`src/rtl/ps2_mouse_decoder.sv`:
```
`timescale 1ns/1ps
`default_nettype none
// ============================================================================
// Module   : ps2_mouse_decoder
// Brief    : PS/2 mouse receiver, 3-byte stream packets -> clamped cursor/buttons
// Revision : 1.0 - initial release
// ============================================================================
module ps2_mouse_decoder #(
    parameter int MAX_X          = 1023,
    parameter int MAX_Y          = 767,
    parameter int FILTER_LEN     = 8,
    parameter int TIMEOUT_CYCLES = 65000
) (
    input  logic        clk,
    input  logic        rst,
    input  logic        ps2_clk,
    input  logic        ps2_data,
    output logic [11:0] mouse_x,
    output logic [11:0] mouse_y,
    output logic        mouse_left,
    output logic        mouse_right,
    output logic        mouse_clicked,
    output logic        packet_valid,
    output logic        frame_error
);

    localparam int c_FILT_W = $clog2(FILTER_LEN + 1);
    localparam int c_TO_W   = $clog2(TIMEOUT_CYCLES + 1);
    localparam logic [c_FILT_W-1:0] c_FILT_LAST = c_FILT_W'(FILTER_LEN - 1);
    localparam logic [c_TO_W-1:0]   c_TO_LAST   = c_TO_W'(TIMEOUT_CYCLES - 1);
    localparam logic signed [13:0]  c_MAX_X_S   = 14'(MAX_X);
    localparam logic signed [13:0]  c_MAX_Y_S   = 14'(MAX_Y);
    localparam logic [11:0]         c_MAX_X12   = 12'(MAX_X);
    localparam logic [11:0]         c_MAX_Y12   = 12'(MAX_Y);
    localparam logic [11:0]         c_X_RST     = 12'(MAX_X / 2);
    localparam logic [11:0]         c_Y_RST     = 12'(MAX_Y / 2);

    typedef enum logic [1:0] {S_IDLE, S_DATA, S_PARITY, S_STOP} bit_state_t;
    typedef enum logic [1:0] {P_BYTE0, P_BYTE1, P_BYTE2} pkt_state_t;

    logic                r_clk_s1, r_clk_s2, r_dat_s1, r_dat_s2;
    logic                r_clk_filt, r_clk_filt_d;
    logic [c_FILT_W-1:0] r_filt_cnt;
    logic                w_fall;

    always_ff @(posedge clk) begin
        if (rst) begin
            r_clk_s1     <= 1'b1;
            r_clk_s2     <= 1'b1;
            r_dat_s1     <= 1'b1;
            r_dat_s2     <= 1'b1;
            r_clk_filt   <= 1'b1;
            r_clk_filt_d <= 1'b1;
            r_filt_cnt   <= '0;
        end else begin
            r_clk_s1     <= ps2_clk;
            r_clk_s2     <= r_clk_s1;
            r_dat_s1     <= ps2_data;
            r_dat_s2     <= r_dat_s1;
            r_clk_filt_d <= r_clk_filt;
            // Filtered clock follows only after FILTER_LEN consecutive differing samples
            if (r_clk_s2 != r_clk_filt) begin
                if (r_filt_cnt == c_FILT_LAST) begin
                    r_clk_filt <= r_clk_s2;
                    r_filt_cnt <= '0;
                end else begin
                    r_filt_cnt <= r_filt_cnt + c_FILT_W'(1);
                end
            end else begin
                r_filt_cnt <= '0;
            end
        end
    end

    assign w_fall = r_clk_filt_d & ~r_clk_filt;

    bit_state_t          r_bstate, w_bstate_nxt;
    logic [2:0]          r_bit_cnt;
    logic [7:0]          r_shift;
    logic                r_par;
    logic [c_TO_W-1:0]   r_wdog;
    logic                w_timeout, w_byte_done, w_stop_err, w_frame_err;
    logic                r_frame_err;

    assign w_timeout   = (r_bstate != S_IDLE) && !w_fall && (r_wdog >= c_TO_LAST);
    assign w_frame_err = w_stop_err | w_timeout;

    always_ff @(posedge clk) begin
        if (rst) r_bstate <= S_IDLE;
        else     r_bstate <= w_bstate_nxt;
    end

    always_comb begin
        w_bstate_nxt = r_bstate;
        w_byte_done  = 1'b0;
        w_stop_err   = 1'b0;
        if (w_timeout) begin
            w_bstate_nxt = S_IDLE;
        end else if (w_fall) begin
            case (r_bstate)
                S_IDLE:   if (!r_dat_s2) w_bstate_nxt = S_DATA;
                S_DATA:   if (r_bit_cnt == 3'd7) w_bstate_nxt = S_PARITY;
                S_PARITY: w_bstate_nxt = S_STOP;
                S_STOP: begin
                    if (r_dat_s2 && (^{r_shift, r_par})) w_byte_done = 1'b1;
                    else                                 w_stop_err  = 1'b1;
                    w_bstate_nxt = S_IDLE;
                end
                default:  w_bstate_nxt = S_IDLE;
            endcase
        end
    end

    always_ff @(posedge clk) begin
        if (rst) begin
            r_bit_cnt   <= '0;
            r_shift     <= '0;
            r_par       <= 1'b0;
            r_wdog      <= '0;
            r_frame_err <= 1'b0;
        end else begin
            r_frame_err <= w_frame_err;
            if (r_bstate == S_IDLE || w_fall || w_timeout) r_wdog <= '0;
            else                                           r_wdog <= r_wdog + c_TO_W'(1);
            if (w_fall) begin
                case (r_bstate)
                    S_IDLE:   r_bit_cnt <= '0;
                    S_DATA: begin
                        r_shift   <= {r_dat_s2, r_shift[7:1]};
                        r_bit_cnt <= r_bit_cnt + 3'd1;
                    end
                    S_PARITY: r_par <= r_dat_s2;
                    default:  ;
                endcase
            end
        end
    end

    // Header fields kept: {Yovf, Xovf, Ysign, Xsign, R, L}
    pkt_state_t          r_pstate, w_pstate_nxt;
    logic [5:0]          r_hdr;
    logic [7:0]          r_b1;
    logic                w_commit;
    logic signed [13:0]  w_dx, w_dy, w_sum_x, w_sum_y;
    logic [11:0]         w_new_x, w_new_y;
    logic [11:0]         r_x, r_y;
    logic                r_left, r_right, r_clicked, r_pkt_valid;

    always_ff @(posedge clk) begin
        if (rst) r_pstate <= P_BYTE0;
        else     r_pstate <= w_pstate_nxt;
    end

    always_comb begin
        w_pstate_nxt = r_pstate;
        w_commit     = 1'b0;
        if (w_frame_err) begin
            w_pstate_nxt = P_BYTE0;
        end else if (w_byte_done) begin
            case (r_pstate)
                P_BYTE0: if (r_shift[3]) w_pstate_nxt = P_BYTE1;
                P_BYTE1: w_pstate_nxt = P_BYTE2;
                P_BYTE2: begin
                    w_pstate_nxt = P_BYTE0;
                    w_commit     = 1'b1;
                end
                default: w_pstate_nxt = P_BYTE0;
            endcase
        end
    end

    assign w_dx    = {{5{r_hdr[2]}}, r_hdr[2], r_b1};
    assign w_dy    = {{5{r_hdr[3]}}, r_hdr[3], r_shift};
    assign w_sum_x = $signed({2'b00, r_x}) + w_dx;
    assign w_sum_y = $signed({2'b00, r_y}) - w_dy;

    always_comb begin
        if (w_sum_x < 14'sd0)          w_new_x = '0;
        else if (w_sum_x > c_MAX_X_S)  w_new_x = c_MAX_X12;
        else                           w_new_x = w_sum_x[11:0];
        if (w_sum_y < 14'sd0)          w_new_y = '0;
        else if (w_sum_y > c_MAX_Y_S)  w_new_y = c_MAX_Y12;
        else                           w_new_y = w_sum_y[11:0];
    end

    always_ff @(posedge clk) begin
        if (rst) begin
            r_hdr       <= '0;
            r_b1        <= '0;
            r_x         <= c_X_RST;
            r_y         <= c_Y_RST;
            r_left      <= 1'b0;
            r_right     <= 1'b0;
            r_clicked   <= 1'b0;
            r_pkt_valid <= 1'b0;
        end else begin
            r_clicked   <= 1'b0;
            r_pkt_valid <= 1'b0;
            if (w_byte_done && !w_frame_err) begin
                if (r_pstate == P_BYTE0 && r_shift[3])
                    r_hdr <= {r_shift[7:4], r_shift[1:0]};
                if (r_pstate == P_BYTE1)
                    r_b1 <= r_shift;
            end
            if (w_commit) begin
                if (!r_hdr[4]) r_x <= w_new_x;
                if (!r_hdr[5]) r_y <= w_new_y;
                r_left      <= r_hdr[0];
                r_right     <= r_hdr[1];
                r_clicked   <= r_hdr[0] & ~r_left;
                r_pkt_valid <= 1'b1;
            end
        end
    end

    assign mouse_x       = r_x;
    assign mouse_y       = r_y;
    assign mouse_left    = r_left;
    assign mouse_right   = r_right;
    assign mouse_clicked = r_clicked;
    assign packet_valid  = r_pkt_valid;
    assign frame_error   = r_frame_err;

endmodule
`default_nettype wire

```
`config.mk`:
```
export PLATFORM = sky130hd
export DESIGN_NAME = ps2_mouse_decoder
export DESIGN_NICKNAME = d
export VERILOG_FILES = /design/src/rtl/ps2_mouse_decoder.sv
export SDC_FILE = /design/constraint.sdc
export NUM_CORES = 1
export LEC_CHECK = 0
export CORE_MARGIN = 10
export CORE_UTILIZATION = 25
export DETAILED_ROUTE_END_ITERATION = 10
export PLACE_DENSITY = 0.51
export SLEW_MARGIN = 20
export SYNTH_ARGS = -nofsm -noshare
export SYNTH_HDL_FRONTEND = slang
export SYNTH_SLANG_ARGS = --single-unit
```
`constraint.sdc`:
```
create_clock -name clk -period 3.5 [get_ports clk]
set_clock_uncertainty 0.15 [all_clocks]
set_input_delay 0.875 -clock clk [delete_from_list [all_inputs] [get_ports clk]]
set_output_delay 0.875 -clock clk [all_outputs]
set_load 0.02 [all_outputs]
```
* Word level (Yosys, flattened, before mapping)
Cells that the tools add are included.
Cells by class: add/sub/neg operators 5, $lt $le $gt $ge 5, equality and inequality tests 11, muxes and demuxes 22, bitwise operators 9, reductions and logical operators 29
Operator list (number):
- 2-to-1 mux 12 bit | 4
- greater-than comparator 14 x 11 -> 1 bit (second input constant) | 2
- < comparator 14 x 1 -> 1 bit (second input constant) | 2
- AND reduction 2 bit | 9
- adder 16 x 1 -> 16 bit (second input constant) | 1
- greater-or-equal comparator 16 bit (second input constant) | 1
- adder 13 x 9 -> 14 bit | 1
- subtractor 13 x 9 -> 14 bit | 1
- 2-to-1 mux 1 bit | 12
- parity 9 bit | 1
- case mux 2 bit (4 select lines) | 1
- OR reduction 2 bit | 4
- == test 2 bit (second input constant) | 3
- 2-to-1 mux 2 bit | 3
- != test 2 bit (second input constant) | 3
- NOT 1 bit | 6
- case mux 3 bit (2 select lines) | 1
- logical AND 1 bit | 5
- adder 4 x 1 -> 4 bit (second input constant) | 1
- == test 2 x 1 -> 1 bit (second input constant) | 2
- == test 4 x 3 -> 1 bit (second input constant) | 1
- logical NOT 2 bit | 2
- case mux 2 bit (2 select lines) | 1
- nonzero test 2 bit | 2
- other kinds (9) | 12
Word-level totals: register bits 85, input bits 4, output and inout bits 29, word-level logic and storage cells 103

* Depth between registers and ports, before layout
depth after elaboration 10, mapped depth 11, mapped depth without buffers 10

* Worst setup path before layout
Ideal clock, no wire load.
path type flip-flop to flip-flop, start point reg r_y[0] (netlist: mouse_y[0]), end point reg r_y[0] (netlist: mouse_y[0]), setup time 0.122 ns, arrival 2.682 ns, required time 3.228 ns, path slack 0.546 ns, cell stages (with the launch flop) 11, path buffers 0, period minus slack after synthesis 2.954 ns, cell sequence dfxtp_1 -> inv_1 -> ha_1 -> fa_1 -> nor2b_1 -> o2111ai_1 -> a31oi_1 -> mux2i_1 -> o211ai_1 -> o32a_1 -> a221o_1
On the way: longest elaborated chain between the ends 4, elaborated cells between the ends (all ways) 5, classes of those cells add/sub (1); order compare (2); mux (2)
Ends and longest elaborated chain:
- start, declared | RTL line 146 | logic [11:0] r_x, r_y;
- start signal, assigned | RTL line 191 | r_y <= c_Y_RST;
- start signal, assigned | RTL line 207 | if (!r_hdr[5]) r_y <= w_new_y;
- subtractor 13 x 9 -> 14 bit * | RTL line 175 | assign w_sum_y = $signed({2'b00, r_y}) - w_dy;
- greater-than comparator 14 x 11 -> 1 bit | RTL line 182 | else if (w_sum_y > c_MAX_Y_S) w_new_y = c_MAX_Y12;
- 2-to-1 mux 12 bit | RTL line 182
- 2-to-1 mux 12 bit * | RTL line 181 | if (w_sum_y < 14'sd0) w_new_y = '0;
Every way passes the cells marked *; elsewhere a longest branch is shown, timed or not. A chain may end at the register's enable or synchronous reset.

* Worst setup path after layout
start point reg r_x[0] (netlist: mouse_x[0]), end point reg r_x[1] (netlist: mouse_x[1])
On the way: longest elaborated chain between the ends 4, elaborated cells between the ends (all ways) 5, classes of those cells add/sub (1); order compare (2); mux (2)
Ends and longest elaborated chain:
- start, declared | RTL line 146
- start signal, assigned | RTL line 190 | r_x <= c_X_RST;
- start signal, assigned | RTL line 206 | if (!r_hdr[4]) r_x <= w_new_x;
- adder 13 x 9 -> 14 bit * | RTL line 174 | assign w_sum_x = $signed({2'b00, r_x}) + w_dx;
- greater-than comparator 14 x 11 -> 1 bit | RTL line 179 | else if (w_sum_x > c_MAX_X_S) w_new_x = c_MAX_X12;
- 2-to-1 mux 12 bit | RTL line 179
- 2-to-1 mux 12 bit * | RTL line 178 | if (w_sum_x < 14'sd0) w_new_x = '0;
Marked as above.

==> metrics <==
Routed Wire Length=11500 µm; reg2reg start=mouse_x[0]; RSZ-0062 raised after global routing=no; Synth area leader=dfxtp_1; Fmax=0.316 GHz; H-Tree Depth=3; layer with the highest usage=met2; Die Ht=158 µm; die width=158 µm; Psw=425 µW; GPL Wtd Cong=0.861; Post-Syn Area=4770 µm²; Comb power frac=0.011; Async SR Flop Fraction=0; register share of total power=0.463; final hold violations=0; vias in the first global route=3961; Least-Margin Pin Slew=770 ps; crit-path max FO=10; DR WL/cell=14.1 µm; antenna violations before repair=0; LEAKAGE=0.00218 µW; 1st-iter DRT viols=142; CP endpoint=mouse_x[1]; CP endpoint kind=flip-flop; worst path required time=3580 ps; EDFF count, synth=0; Yosys cell types=61; post-synth top area share=0.356; Post-DRT Antenna Nets=0; CP startpoint kind=flip-flop; post-synthesis sequential area ratio=0.356; share of layout cells above drive strength 1=0.0702; register clock-pin slew on the reported worst setup and hold paths=70 ps; flops & latches, synth=85; run status=finished clean; met3 Use GR=0.0193; Pins Over Slew Limit=0; fin crit share=0.903; number of vias per cell=4.87; vias=3987; Post-synth top cells=dfxtp_1, nor2_1, nand2_1; root buf cell=clkbuf_16; R2R setup slack=340 ps; total CTS buffers=9; Syn Area/Cell=8.71 µm²; Pre-Repair DR Iteration Count=7; core area=18800 µm²; clock sinks=85; maximum VDD drop=0.217 mV; HPWL Detailed=8460 µm; GRT Total Usage=0.0938; GR met1 Demand/Resource=0.112; nets=620; WS Path Type=flip-flop to flip-flop; fill count=1970; Area contributors post-synth=dfxtp_1, ha_1, nor2_1, mux2i_1, nand2_1; cts repair resizes=0; slew margin rel.=0.484; ys flop type=dfxtp_1; largest net degree at the start of global routing=36; Hold Buf Count CTS=0; # placed instances=803; DRC=0; clk_lat worst skew=340 ps; Starting Density=0.254; setup TNS=0 ps; fin crit period=3160 ps; CTS tree=yes; Mapped Nets=588; max cap viols=0; Sw Ratio=0.203; post-CTS setup buffers=0; Hold WC Path Type=flip-flop to flip-flop; synth warn=0; most common cell in the netlist=dfxtp_1; met2 usage=0.161; die footprint=25000 µm²; launch point of the worst path=mouse_x[0]; Arr. time, crit path=3240 ps; endpoints failing setup=0; Clk pwr share=0.525; # rows=50; R2R depth=9; Pint=1670 µW; IO Pins=33; Layout Cells excl Fill=818; post-synthesis cell count=548; buffers added on ports=32; GRT overflow=0; FF-to-FF End=mouse_x[1]; first-pass GRT wire length=19300 µm; Cell Pwr Density=368 nW/µm²; synthesis-to-layout area growth=19.3%; CTS Buffer Depth=2; Antenna Diode Count=0
logic make-up (layout without fill, tap and decap cells):
group | after synthesis | in the layout | share of synthesized area
DFF | 85 | 85 | 0.356
adders and majority gates | 36 | 36 | 0.0975
muxes | 19 | 19 | 0.0398
AOI/OAI and AO/OA | 132 | 132 | 0.193
xor gates and xnor gates | 37 | 37 | 0.0765
and+or+nand+nor | 195 | 195 | 0.199
buffers and inverters | 44 | 80 | 0.0372
worst max-delay path, cell delays in order (launching register included):
cell and delay, ps:
dfxtp_1 360, ha_1 220, fa_1 260, a211oi_1 120
o21ai_0 340, and4_1 350, a21oi_1 90, o211ai_1 640
o21ai_0 160, a221o_1 350
metrics by stage:
stage / utilization / setup slack [ps] / power [µW] / area (µm²) / hold slack, ps
2_1_floorplan: - / 546 / 1010 / 4770 / 239
6_report: 0.303 / 340 / 2100 / 5690 / 272
3_3_place_gp: 0.285 / 447 / 1020 / 5360 / 252
5_1_grt: 0.303 / 81.9 / 2170 / 5690 / 284
3_5_place_dp: 0.285 / 376 / 1020 / 5360 / 252
4_1_cts: 0.303 / 359 / 2130 / 5690 / 276
cells in the final DEF, fill, tap and decap left out, drive strengths merged, types with 4 or more instances in the layout:
master / n
o21bai: 4
inv: 26
a21o: 8
clkbuf: 9
nand2: 46
nor2: 67
a211o: 5
and2: 5
xnor2: 20
a21oi: 34
nand3: 15
o211ai: 5
o21a: 4
or3: 5
xor2: 16
o21ai: 25
nand4: 6
and3: 10
clkdlybuf4s50: 31
nor2b: 7
ha: 34
nor3: 9
nand2b: 5
dfxtp: 85
or2: 6
a211oi: 5
a221o: 17
buf: 9
mux2i: 19
power groups by stage:
stage	Combinational, µW	Clock (µW)	Sequential [µW]
after global placement	24.0	0	993
after floorplan	16.2	0	993
after detailed placement	24.1	0	993
after global routing	26.7	1180	971
after CTS	24.4	1140	971
final	23.9	1100	971
area by class of cell:
cell class	count	area, µm²	area share
Inverter	25	93.8	0.0165
Multi-Input combinational cell	419	2890	0.508
Clock inverter	6	111	0.0196
Tap cell	234	293	0.0514
Clock buffer	9	225	0.0396
Sequential cell	85	1700	0.299
Timing Repair Buffer	40	375	0.0659
state kept, by name, summed over array words and instances, names as in the netlist, 3 cells and up:
signal,count
r_wdog,16
r_bit_cnt,3
mouse_x,12
mouse_y,12
r_hdr,6
r_shift,8
r_filt_cnt,4
r_b1,8
worst min-delay path by stage:
stage | slack (ps) | end | cells past startpoint | start
2_1_floorplan | 240 | r_clk_s2 | 1 | r_clk_s1
3_3_place_gp | 250 | r_clk_s2 | 1 | r_clk_s1
3_5_place_dp | 250 | r_clk_s2 | 1 | r_clk_s1
4_1_cts | 280 | r_clk_s2 | 1 | r_clk_s1
5_1_grt | 280 | r_dat_s2 | 1 | r_dat_s1
6_report | 270 | r_dat_s2 | 1 | r_dat_s1
layer usage:
metal  routed length [µm]  vias up  share of wire
met3                  335       20          0.029
met5                    0        -              0
met1                 5360     1877           0.47
met2                 5580       56           0.49
li1                     -     2034              -
met4                  221        0          0.019
No activity file was read; power rests on OpenSTA's default activity.
